<file path="src/rtl/sort_out_serializer_if.sv">
// Bus bundle between the sorter, the output serializer and the downstream consumer.
// The master modport is the environment side: it supplies the frame strobe and
// the consumer's ready. The slave modport is the serializer itself.
interface sort_out_serializer_if #(
    parameter int N = 4,
    parameter int W = 4
);
    localparam int IW = $clog2(W);

    logic                  i_vld;
    logic [W-1:0][N-1:0]   i_y;
    logic                  o_rdy;
    logic [N-1:0]          o_data;
    logic                  o_valid;
    logic                  i_ready;
    logic [IW-1:0]         o_idx;
    logic                  o_last;
    logic                  o_drop;
    logic [7:0]            o_drop_cnt;

    modport master (
        output i_vld, i_y, i_ready,
        input  o_rdy, o_data, o_valid, o_idx, o_last, o_drop, o_drop_cnt
    );

    modport slave (
        input  i_vld, i_y, i_ready,
        output o_rdy, o_data, o_valid, o_idx, o_last, o_drop, o_drop_cnt
    );
endinterface

</file>
<file path="src/rtl/sort_out_serializer.sv">
// Serializes sorted frames element by element (index 0 first) over valid/ready.
// An active frame drains while one pending frame may wait behind it; frames
// arriving with both slots occupied are dropped and counted (saturating).
module sort_out_serializer #(
    parameter int N = 4,
    parameter int W = 4
) (
    input  logic                    clk,
    input  logic                    rst,
    sort_out_serializer_if.slave    bus
);
    localparam int IW = $clog2(W);
    localparam logic [IW-1:0] LastIdx = IW'(W - 1);

    // EMPTY: no active frame; ACTIVE: active only; FULL: active plus pending.
    typedef enum logic [1:0] {StEmpty, StActive, StFull} state_e;

    state_e              state_q, state_d;
    logic [W-1:0][N-1:0] act_q, act_d;
    logic [W-1:0][N-1:0] pend_q, pend_d;
    logic [IW-1:0]       idx_q, idx_d;
    logic                drop_q;
    logic [7:0]          drop_cnt_q;

    logic rdy;
    logic valid;
    logic accept;
    logic drop;
    logic xfer;
    logic last_xfer;

    // Handshake decode; rdy depends on registered state only.
    always_comb begin
        rdy       = (state_q != StFull);
        valid     = (state_q != StEmpty);
        accept    = bus.i_vld && rdy;
        drop      = bus.i_vld && !rdy;
        xfer      = valid && bus.i_ready;
        last_xfer = xfer && (idx_q == LastIdx);
    end

    // Next-state and datapath selection for the two-slot frame buffer.
    always_comb begin
        state_d = state_q;
        act_d   = act_q;
        pend_d  = pend_q;
        idx_d   = xfer ? idx_q + IW'(1) : idx_q;
        unique case (state_q)
            StEmpty: begin
                if (accept) begin
                    act_d   = bus.i_y;
                    idx_d   = '0;
                    state_d = StActive;
                end
            end
            StActive: begin
                if (last_xfer) begin
                    idx_d = '0;
                    if (accept) begin
                        // New frame slides straight into the active slot, no bubble.
                        act_d = bus.i_y;
                    end else begin
                        state_d = StEmpty;
                    end
                end else if (accept) begin
                    pend_d  = bus.i_y;
                    state_d = StFull;
                end
            end
            StFull: begin
                if (last_xfer) begin
                    act_d   = pend_q;
                    idx_d   = '0;
                    state_d = StActive;
                end
            end
            default: begin
                state_d = StEmpty;
                idx_d   = '0;
            end
        endcase
    end

    // Frame buffer state registers.
    always_ff @(posedge clk or posedge rst) begin
        if (rst) begin
            state_q <= StEmpty;
            act_q   <= '0;
            pend_q  <= '0;
            idx_q   <= '0;
        end else begin
            state_q <= state_d;
            act_q   <= act_d;
            pend_q  <= pend_d;
            idx_q   <= idx_d;
        end
    end

    // Registered drop pulse and saturating drop counter.
    always_ff @(posedge clk or posedge rst) begin
        if (rst) begin
            drop_q     <= 1'b0;
            drop_cnt_q <= 8'd0;
        end else begin
            drop_q <= drop;
            if (drop && (drop_cnt_q != 8'hFF)) begin
                drop_cnt_q <= drop_cnt_q + 8'd1;
            end
        end
    end

    assign bus.o_rdy      = rdy;
    assign bus.o_valid    = valid;
    assign bus.o_data     = act_q[idx_q];
    assign bus.o_idx      = idx_q;
    assign bus.o_last     = valid && (idx_q == LastIdx);
    assign bus.o_drop     = drop_q;
    assign bus.o_drop_cnt = drop_cnt_q;
endmodule
</file>
<file path="src/flat_wrapper.sv">
// flat-port wrapper written by rule: the top's interface ports become plain ports
module sort_out_serializer_flat 
#(
    parameter int N = 4,
    parameter int W = 4
)
  (clk, rst, bus_i_vld, bus_i_y, bus_i_ready, bus_o_rdy, bus_o_data, bus_o_valid, bus_o_idx, bus_o_last, bus_o_drop, bus_o_drop_cnt);
  sort_out_serializer_if #(.N(N), .W(W)) bus_i ();
  input  logic clk;
  input  logic rst;
  input wire logic [$bits(bus_i.i_vld)-1:0] bus_i_vld;
  input wire logic [$bits(bus_i.i_y)-1:0] bus_i_y;
  input wire logic [$bits(bus_i.i_ready)-1:0] bus_i_ready;
  output wire logic [$bits(bus_i.o_rdy)-1:0] bus_o_rdy;
  output wire logic [$bits(bus_i.o_data)-1:0] bus_o_data;
  output wire logic [$bits(bus_i.o_valid)-1:0] bus_o_valid;
  output wire logic [$bits(bus_i.o_idx)-1:0] bus_o_idx;
  output wire logic [$bits(bus_i.o_last)-1:0] bus_o_last;
  output wire logic [$bits(bus_i.o_drop)-1:0] bus_o_drop;
  output wire logic [$bits(bus_i.o_drop_cnt)-1:0] bus_o_drop_cnt;
  assign bus_i.i_vld = bus_i_vld;
  assign bus_i.i_y = bus_i_y;
  assign bus_i.i_ready = bus_i_ready;
  assign bus_o_rdy = bus_i.o_rdy;
  assign bus_o_data = bus_i.o_data;
  assign bus_o_valid = bus_i.o_valid;
  assign bus_o_idx = bus_i.o_idx;
  assign bus_o_last = bus_i.o_last;
  assign bus_o_drop = bus_i.o_drop;
  assign bus_o_drop_cnt = bus_i.o_drop_cnt;
  sort_out_serializer #(.N(N), .W(W)) u_core (.clk(clk), .rst(rst), .bus(bus_i));
endmodule
</file>
<file path="config.mk">
export PLATFORM = sky130hd
export DESIGN_NAME = sort_out_serializer_flat
export DESIGN_NICKNAME = d
export VERILOG_FILES = /design/src/rtl/sort_out_serializer_if.sv /design/src/rtl/sort_out_serializer.sv /design/src/flat_wrapper.sv
export SDC_FILE = /design/constraint.sdc
export NUM_CORES = 1
export LEC_CHECK = 0
export CAP_MARGIN = 20
export CORE_ASPECT_RATIO = 1.5
export CORE_UTILIZATION = 25
export DETAILED_ROUTE_END_ITERATION = 8
export DONT_BUFFER_PORTS = 1
export GPL_TIMING_DRIVEN = 0
export HOLD_SLACK_MARGIN = 0.05
export MAX_ROUTING_LAYER = met4
export PLACE_DENSITY = 0.45
export SLEW_MARGIN = 20
export SYNTH_ARGS = -nofsm -noshare
export SYNTH_HDL_FRONTEND = slang
export SYNTH_SLANG_ARGS = --single-unit
export TNS_END_PERCENT = 1
</file>
<file path="constraint.sdc">
create_clock -name clk -period 3.7 [get_ports clk]
set_input_delay 0.74 -clock clk [delete_from_list [all_inputs] [get_ports clk]]
set_output_delay 0.74 -clock clk [all_outputs]
set_load 0.01 [all_outputs]
</file>
==> metrics.md, run 1 <==
| Metric | Value |
|---|---|
| Overall power of the completed layout | 2.26 mW |
| Post-synthesis cell area | 2320 sq um |
| Unrepaired setup endpoints after global routing | no |
| Worst path buffer plus inverter count | 1 |
| Global route overflow | 0 |
| Number of endpoints failing setup at the final stage | 0 |
| Chip Height | 120 um |
| Core Footprint | 8930 sq um |
| Maximum vdd ir drop | 0.000308 V |
| H-tree depth | 2 |
| Slew headroom | 0.600 |
| Library cell contributing the largest single delay on the critical path | sky130_fd_sc_hd__mux4_2 |
| First drt pass iteration count | 4 |
| Worst hold slack | 406 ps |
| CP Class | reg2out |
| Portion of the clock cycle consumed by the worst path in the final layout | 0.666 |
| Logic pwr share | 0.393 |
| Area enclosed by the die boundary | 9690 sq um |
| Vias in the first global route | 1,627 |
| Residual DRC | 0 |
| Number of placement rows | 42 |
| Largest cells by area after synthesis | sky130_fd_sc_hd__dfrtp_1 48%, sky130_fd_sc_hd__mux2i_1 8.6%, sky130_fd_sc_hd__mux2_4 6.5%, sky130_fd_sc_hd__a21oi_1 4.5%, sky130_fd_sc_hd__mux2_2 4.4% |
| Cells along the critical path | clkbuf_1 -> mux4_2 |
| Antenna violations before repair | 0 |
| Stage delay of the slowest cell on the critical path | 630 ps |
| Setup_tns | 0 ps |
| Type of element capturing the critical path | primary output |
| Asr flop ratio synth | 1.00 |
| Clock slew at reported path FFs | 60 ps |
| Number of standard cells after synthesis | 192 |
| Detailed placement HPWL | 3660 um |
| Fraction of layout cells with a size suffix above 1 | 0.224 |
| Distinct cell type count of the synthesized netlist | 38 |
| Maximum operating frequency | 406 MHz |
| Min-Delay Path Class | in2async |
| Post-detailed-placement cell area | 2490 sq um |
| Routed via count | 1,391 |
| Total instance count after detailed placement | 303 |
| Number of buffers inserted by hold repair at cts | 0 |
| Area growth from synthesis to final layout | 13.7% |
| Clock tree sinks | 45 |
| Post-CTS repair timing setup buffer count | 0 |
| Initial core utilization | 0.260 |
| Data required time at the worst endpoint | 2960 ps |
| Layout Cells excl Fill | 311 |
| Status | finished, final reports clean |
| Synthesized Nets | 220 |
| Area of all placed cells without fillers | 2640 sq um |
| Sequential share of power | 0.404 |
| Final Critical Period | 2470 ps |
| Top Family by Delay on Critical Path | multiplexers |
| Post-synth top area cell | sky130_fd_sc_hd__dfrtp_1 |
| Arrival time at the worst endpoint | 1730 ps |
| Routed via count divided by cell count | 4.47 |
| Cts bufs inserted | 5 |
| Post-synthesis register bit count | 45 |
| Last weighted congestion value of the routability-driven placer | 0.742 |
| Part of the power in the clock network | 0.202 |
| Total number of nets in the final design | 228 |
| Worst-case clock buffer depth | 2 |
| Drt total wl | 4910 um |
| Max Fanout on Critical Path | 5 |
| Max-cap check violation count | 0 |
| Antenna fix cells | 0 |
| Number of synthesized flops with an enable pin | 0 |
| Mean cell area of the mapped netlist | 12.1 sq um |
| Core Util, Final | 0.296 |
| Share of the synthesized area in the top cell type | 0.485 |
| Startpoint kind of the worst setup timing path | flip-flop |
| PwrDens | 857 nW/um^2 |
| Leakage power | 1.12 nW |
| Global-route wire length before repair | 8550 um |
| Most frequently used flop master after synthesis | sky130_fd_sc_hd__dfrtp_1 |
| Transition time of the tightest slew-check pin | 600 ps |
| Worst slack at placement | 1500 ps |
| Setup WS post-layout | 1230 ps |
| CTS tree | built |
| Count of port buffers added during placement | 0 |
| Hold violation count in the final report | 0 |
| All-layer global routing usage | 0.121 |
| Die Wd | 80.7 um |
| Number of pins with negative max-slew slack in the final report | 0 |
| Detail-routed net length per standard cell | 15.8 um |
| Switching power as a share of total power | 0.358 |
| Routed Antenna Nets | 0 |
| Int Power | 1.45 mW |
| Number of violations reported at the end of detailed-routing iteration 0 | 40 |
| IO Pins | 38 |
| Source-to-sink clock delay at the later pin of the worst-skew pair | 280 ps |
| Maximum number of pins on one net before global-route repair | 26 |
| Switching pwr | 0.811 mW |
| Clock root buffer | sky130_fd_sc_hd__clkbuf_16 |
| Clock tree skew after final layout | 5.70 ps |
| Cts repair resizes | 0 |
| Synthesis Warnings | 0 |
| Part of the Yosys area used for sequential elements | 0.485 |
## path summary, 6_finish.rpt
path,startpoint,to,slack [ps],cells after the start
min reg2reg,u_core.pend_q[2],u_core.pend_q[2],510,1
max reg2reg,u_core.state_q[1],u_core.pend_q[2],1540,6
max in group asynchronous,rst,u_core.pend_q[2],2790,2
max,u_core.bus.o_idx[0],bus_o_data[3],1230,2
min,rst,u_core.pend_q[12],410,1
min in group clk,u_core.pend_q[2],u_core.pend_q[2],510,1
## per-layer routing
| metal | wire, um | track usage | up-vias |
|---|---|---|---|
| li1 | - | - | 690 |
| met1 | 2000 | 0.136 | 667 |
| met2 | 2560 | 0.201 | 28 |
| met3 | 270 | 0.0365 | 6 |
| met4 | 71 | 0.0402 | 0 |
| met5 | 0 | - | - |
## Yosys cell counts, types with 2 or more instances
| cell | instances |
|---|---|
| sky130_fd_sc_hd__buf_4 | 3 |
| sky130_fd_sc_hd__mux2_2 | 9 |
| sky130_fd_sc_hd__nand4_1 | 5 |
| sky130_fd_sc_hd__ha_1 | 8 |
| sky130_fd_sc_hd__dfrtp_1 | 45 |
| sky130_fd_sc_hd__inv_1 | 8 |
| sky130_fd_sc_hd__xnor2_1 | 3 |
| sky130_fd_sc_hd__mux4_2 | 4 |
| sky130_fd_sc_hd__mux2i_1 | 20 |
| sky130_fd_sc_hd__a21oi_1 | 21 |
| sky130_fd_sc_hd__buf_2 | 2 |
| sky130_fd_sc_hd__mux2_4 | 10 |
| sky130_fd_sc_hd__nand2_1 | 7 |
| sky130_fd_sc_hd__nor2_1 | 23 |
## final cells by class
| class | count | area, sq um |
|---|---|---|
| tap | 110 | 138 |
| multi-input combinational | 131 | 1110 |
| clock buffer | 6 | 139 |
| timing repair buffer | 1 | 27.5 |
| fill | 940 | 6290 |
| sequential | 45 | 1130 |
| buffer | 8 | 61.3 |
| clock inverter | 2 | 13.8 |
| inverter | 8 | 30.0 |
## power groups by stage
stage,Sequential [mW],Combinational [mW],Clock (mW)
6_report,0.915,0.890,0.458
5_1_grt,0.957,1.00,0.490
4_1_cts,0.918,0.914,0.474
3_5_place_dp,0.924,0.911,0
3_3_place_gp,0.919,0.890,0
2_1_floorplan,0.870,0.753,0
## cell families after synthesis
family | after synthesis | share of synthesized area
XOR/XNOR | 4 | 0.0151
buffers and inverters | 16 | 0.0393
multiplexers | 43 | 0.233
adder cells (fa/ha/maj) | 8 | 0.0431
flip-flops | 45 | 0.485
AO/OA/AOI/OAI | 29 | 0.0738
AND/OR/NAND/NOR | 47 | 0.111
## cell usage in the layout (no fill, tap or decap), types with 2 or more instances in the layout
| cell | count |
|---|---|
| sky130_fd_sc_hd__dfrtp_1 | 45 |
| sky130_fd_sc_hd__nor2_1 | 23 |
| sky130_fd_sc_hd__a21oi_1 | 21 |
| sky130_fd_sc_hd__mux2i_1 | 20 |
| sky130_fd_sc_hd__mux2_4 | 10 |
| sky130_fd_sc_hd__mux2_2 | 9 |
| sky130_fd_sc_hd__ha_1 | 8 |
| sky130_fd_sc_hd__inv_1 | 7 |
| sky130_fd_sc_hd__nand2_1 | 7 |
| sky130_fd_sc_hd__nand4_1 | 5 |
| sky130_fd_sc_hd__clkbuf_16 | 5 |
| sky130_fd_sc_hd__mux4_2 | 4 |
| sky130_fd_sc_hd__xnor2_1 | 3 |
| sky130_fd_sc_hd__buf_4 | 3 |
| sky130_fd_sc_hd__buf_2 | 2 |
## worst reg2reg max path: stages (launching register included)
cell                       delay (ps)
sky130_fd_sc_hd__dfrtp_1          420
sky130_fd_sc_hd__inv_1            150
sky130_fd_sc_hd__ha_1             240
sky130_fd_sc_hd__nand3b_4         190
sky130_fd_sc_hd__nor3b_4          510
sky130_fd_sc_hd__buf_12           230
sky130_fd_sc_hd__mux2_4           300
## sequential cells by signal, indices dropped and copies added, names as in the netlist
name and cells:
u_core.act_q 16, u_core.pend_q 16, u_core.bus.o_drop 1, u_core.state_q 2, u_core.bus.o_idx 2, u_core.bus.o_drop_cnt 8
No activity file was read; power rests on OpenSTA's default activity.
==> run 2, diff against run 1 <==
--- a/config.mk
+++ b/config.mk
@@ -13,7 +13,7 @@
 export GPL_TIMING_DRIVEN = 0
 export HOLD_SLACK_MARGIN = 0.05
 export MAX_ROUTING_LAYER = met4
-export PLACE_DENSITY = 0.45
+export PLACE_DENSITY = 0.47
 export SLEW_MARGIN = 20
 export SYNTH_ARGS = -nofsm -noshare
 export SYNTH_HDL_FRONTEND = slang
==> constraint.sdc (replaced) <==
create_clock -name clk -period 2.1 [get_ports clk]
set_input_delay 0.42 -clock clk [delete_from_list [all_inputs] [get_ports clk]]
set_output_delay 0.42 -clock clk [all_outputs]
set_load 0.01 [all_outputs]
==> metrics.md, run 2 (synthesis results as in run 1) <==
| Metric | Value |
|---|---|
| Clock tree skew after final layout | 3.37 ps (-2.33 ps) |
| Min-Delay Path Class | in2async |
| Max Fanout on Critical Path | 5 (unchanged) |
| CP Class | reg2out |
| H-tree depth | 2 (unchanged) |
| Area growth from synthesis to final layout | 16.0% |
| Status | finished, final reports clean |
| Drt total wl | 4810 um (-2.0%) |
| Chip Height | 120 um (unchanged) |
| Overall power of the completed layout | 4.13 mW (+83%) |
| Global route overflow | 0 (unchanged) |
| Number of pins with negative max-slew slack in the final report | 0 (unchanged) |
| Worst-case clock buffer depth | 2 (unchanged) |
| Unrepaired setup endpoints after global routing | no |
| Clock tree sinks | 45 (unchanged) |
| IO Pins | 38 (unchanged) |
| Number of violations reported at the end of detailed-routing iteration 0 | 60 (+50%) |
| Cts bufs inserted | 5 (unchanged) |
| Data required time at the worst endpoint | 1680 ps (-1280 ps) |
| Clock root buffer | sky130_fd_sc_hd__clkbuf_16 |
| Last weighted congestion value of the routability-driven placer | 0.764 (+2.9%) |
| Maximum number of pins on one net before global-route repair | 25 (-3.8%) |
| Setup WS post-layout | 122 ps (-1110 ps) |
| Commonest cells after routing, fill and taps aside | 43 x sky130_fd_sc_hd__dfrtp_1, 23 x sky130_fd_sc_hd__nor2_1, 21 x sky130_fd_sc_hd__a21oi_1, 20 x sky130_fd_sc_hd__mux2i_1, 10 x sky130_fd_sc_hd__mux2_4 |
| First drt pass iteration count | 4 (unchanged) |
| Source-to-sink clock delay at the later pin of the worst-skew pair | 280 ps (about the same) |
| Maximum operating frequency | 506 MHz |
| Maximum vdd ir drop | 0.000502 V (+63%) |
| Number of buffers inserted by hold repair at cts | 0 (unchanged) |
| Die Wd | 80.7 um (unchanged) |
| Fraction of layout cells with a size suffix above 1 | 0.265 (+0.0408) |
| Count of port buffers added during placement | 0 (unchanged) |
| Core Footprint | 8930 sq um (unchanged) |
| Detailed placement HPWL | 3580 um (-2.1%) |
| Routed via count | 1,449 (+4.2%) |
| Leakage power | 1.14 nW (+1.6%) |
| Arrival time at the worst endpoint | 1560 ps (-170 ps) |
| Most common cell after layout, fill and taps aside | sky130_fd_sc_hd__dfrtp_1 |
| Number of endpoints failing setup at the final stage | 0 (unchanged) |
| PwrDens | 1530 nW/um^2 (+79%) |
| Startpoint kind of the worst setup timing path | flip-flop |
| Antenna fix cells | 0 (unchanged) |
| Type of element capturing the critical path | primary output |
| Routed Antenna Nets | 0 (unchanged) |
| Final Critical Period | 1980 ps |
| Initial core utilization | 0.260 (unchanged) |
| All-layer global routing usage | 0.112 (-0.00847) |
| Detail-routed net length per standard cell | 15.3 um (-3.0%) |
| Routed via count divided by cell count | 4.61 (+3.2%) |
| Vias in the first global route | 1,560 (-4.1%) |
| Worst slack at placement | -74.4 ps (-1570 ps) |
| Number of placement rows | 42 (unchanged) |
| Antenna violations before repair | 0 (unchanged) |
| Hold violation count in the final report | 0 (unchanged) |
| Residual DRC | 0 (unchanged) |
| Transition time of the tightest slew-check pin | 497 ps (-103 ps) |
| Slew headroom | 0.668 (+0.0689) |
| Portion of the clock cycle consumed by the worst path in the final layout | 0.942 |
| Total number of nets in the final design | 231 (+1.3%) |
| CTS tree | built |
| Global-route wire length before repair | 7940 um (-7.2%) |
| Clock slew at reported path FFs | 60 ps (about the same) |
| Area enclosed by the die boundary | 9690 sq um (unchanged) |
| Max-cap check violation count | 0 (unchanged) |
[run 2: final cells by class]
cell class                 count  area, sq um
fill                         914         6240
sequential                    45         1130
multi-input combinational    131         1120
clock buffer                   7          143
tap                          110          138
buffer                         8         62.6
timing repair buffer           4         42.5
clock inverter                 1         30.0
inverter                       8         30.0
[run 2: repair_timing]
action                                  CTS  global route
gates resized for setup                   8             0
hold endpoints to repair                  0             0
buffers inserted                          0             3
pin swaps                                 0             1
cloned                                    0             0
endpoints found under the setup margin   14            10
[run 2: path summary, 6_finish.rpt]
path	cells after the start	to	slack, ps	startpoint
setup / recovery	2	bus_o_data[3]	120	u_core.bus.o_idx[0]
hold / removal	1	u_core.pend_q[12]	50	rst
setup reg to reg	6	u_core.act_q[10]	210	u_core.state_q[1]
hold reg to reg	1	u_core.pend_q[11]	510	u_core.pend_q[11]
max in group asynchronous	2	u_core.bus.o_idx[1]	1540	rst
min in group clk	1	u_core.pend_q[2]	280	bus_i_y[2]
[run 2: metal layers]
layer  part of all wire  GRT usage  wire length [um]
met1               0.41      0.125              1980
met2               0.52      0.188              2480
met3              0.057     0.0350               273
met4              0.016     0.0368                77
met5                  0          -                 0
[run 2: power breakdown]
part	internal [mW]	switching, mW	leakage (nW)
clock	0.594	0.311	0.0841
combinational	0.847	0.764	0.533
sequential	1.28	0.339	0.522
[run 2: worst max-delay path, stage by stage (launching register included)]
cell and delay, ps:
sky130_fd_sc_hd__dfrtp_1 420, sky130_fd_sc_hd__clkbuf_2 260, sky130_fd_sc_hd__mux4_2 590
[run 2: per-stage QoR]
| stage | hold WS, ps | std cells | utilization | area [sq um] | setup TNS, ps |
|---|---|---|---|---|---|
| floorplan | 480 | 192 | - | 2320 | 0 |
| global placement | 489 | 302 | 0.275 | 2460 | -1510 |
| detailed placement | 363 | 303 | 0.278 | 2480 | -694 |
| CTS | 63.3 | 311 | 0.299 | 2670 | 0 |
| global route | 83.8 | 314 | 0.302 | 2700 | 0 |
| finish | 48.1 | 314 | 0.302 | 2700 | 0 |
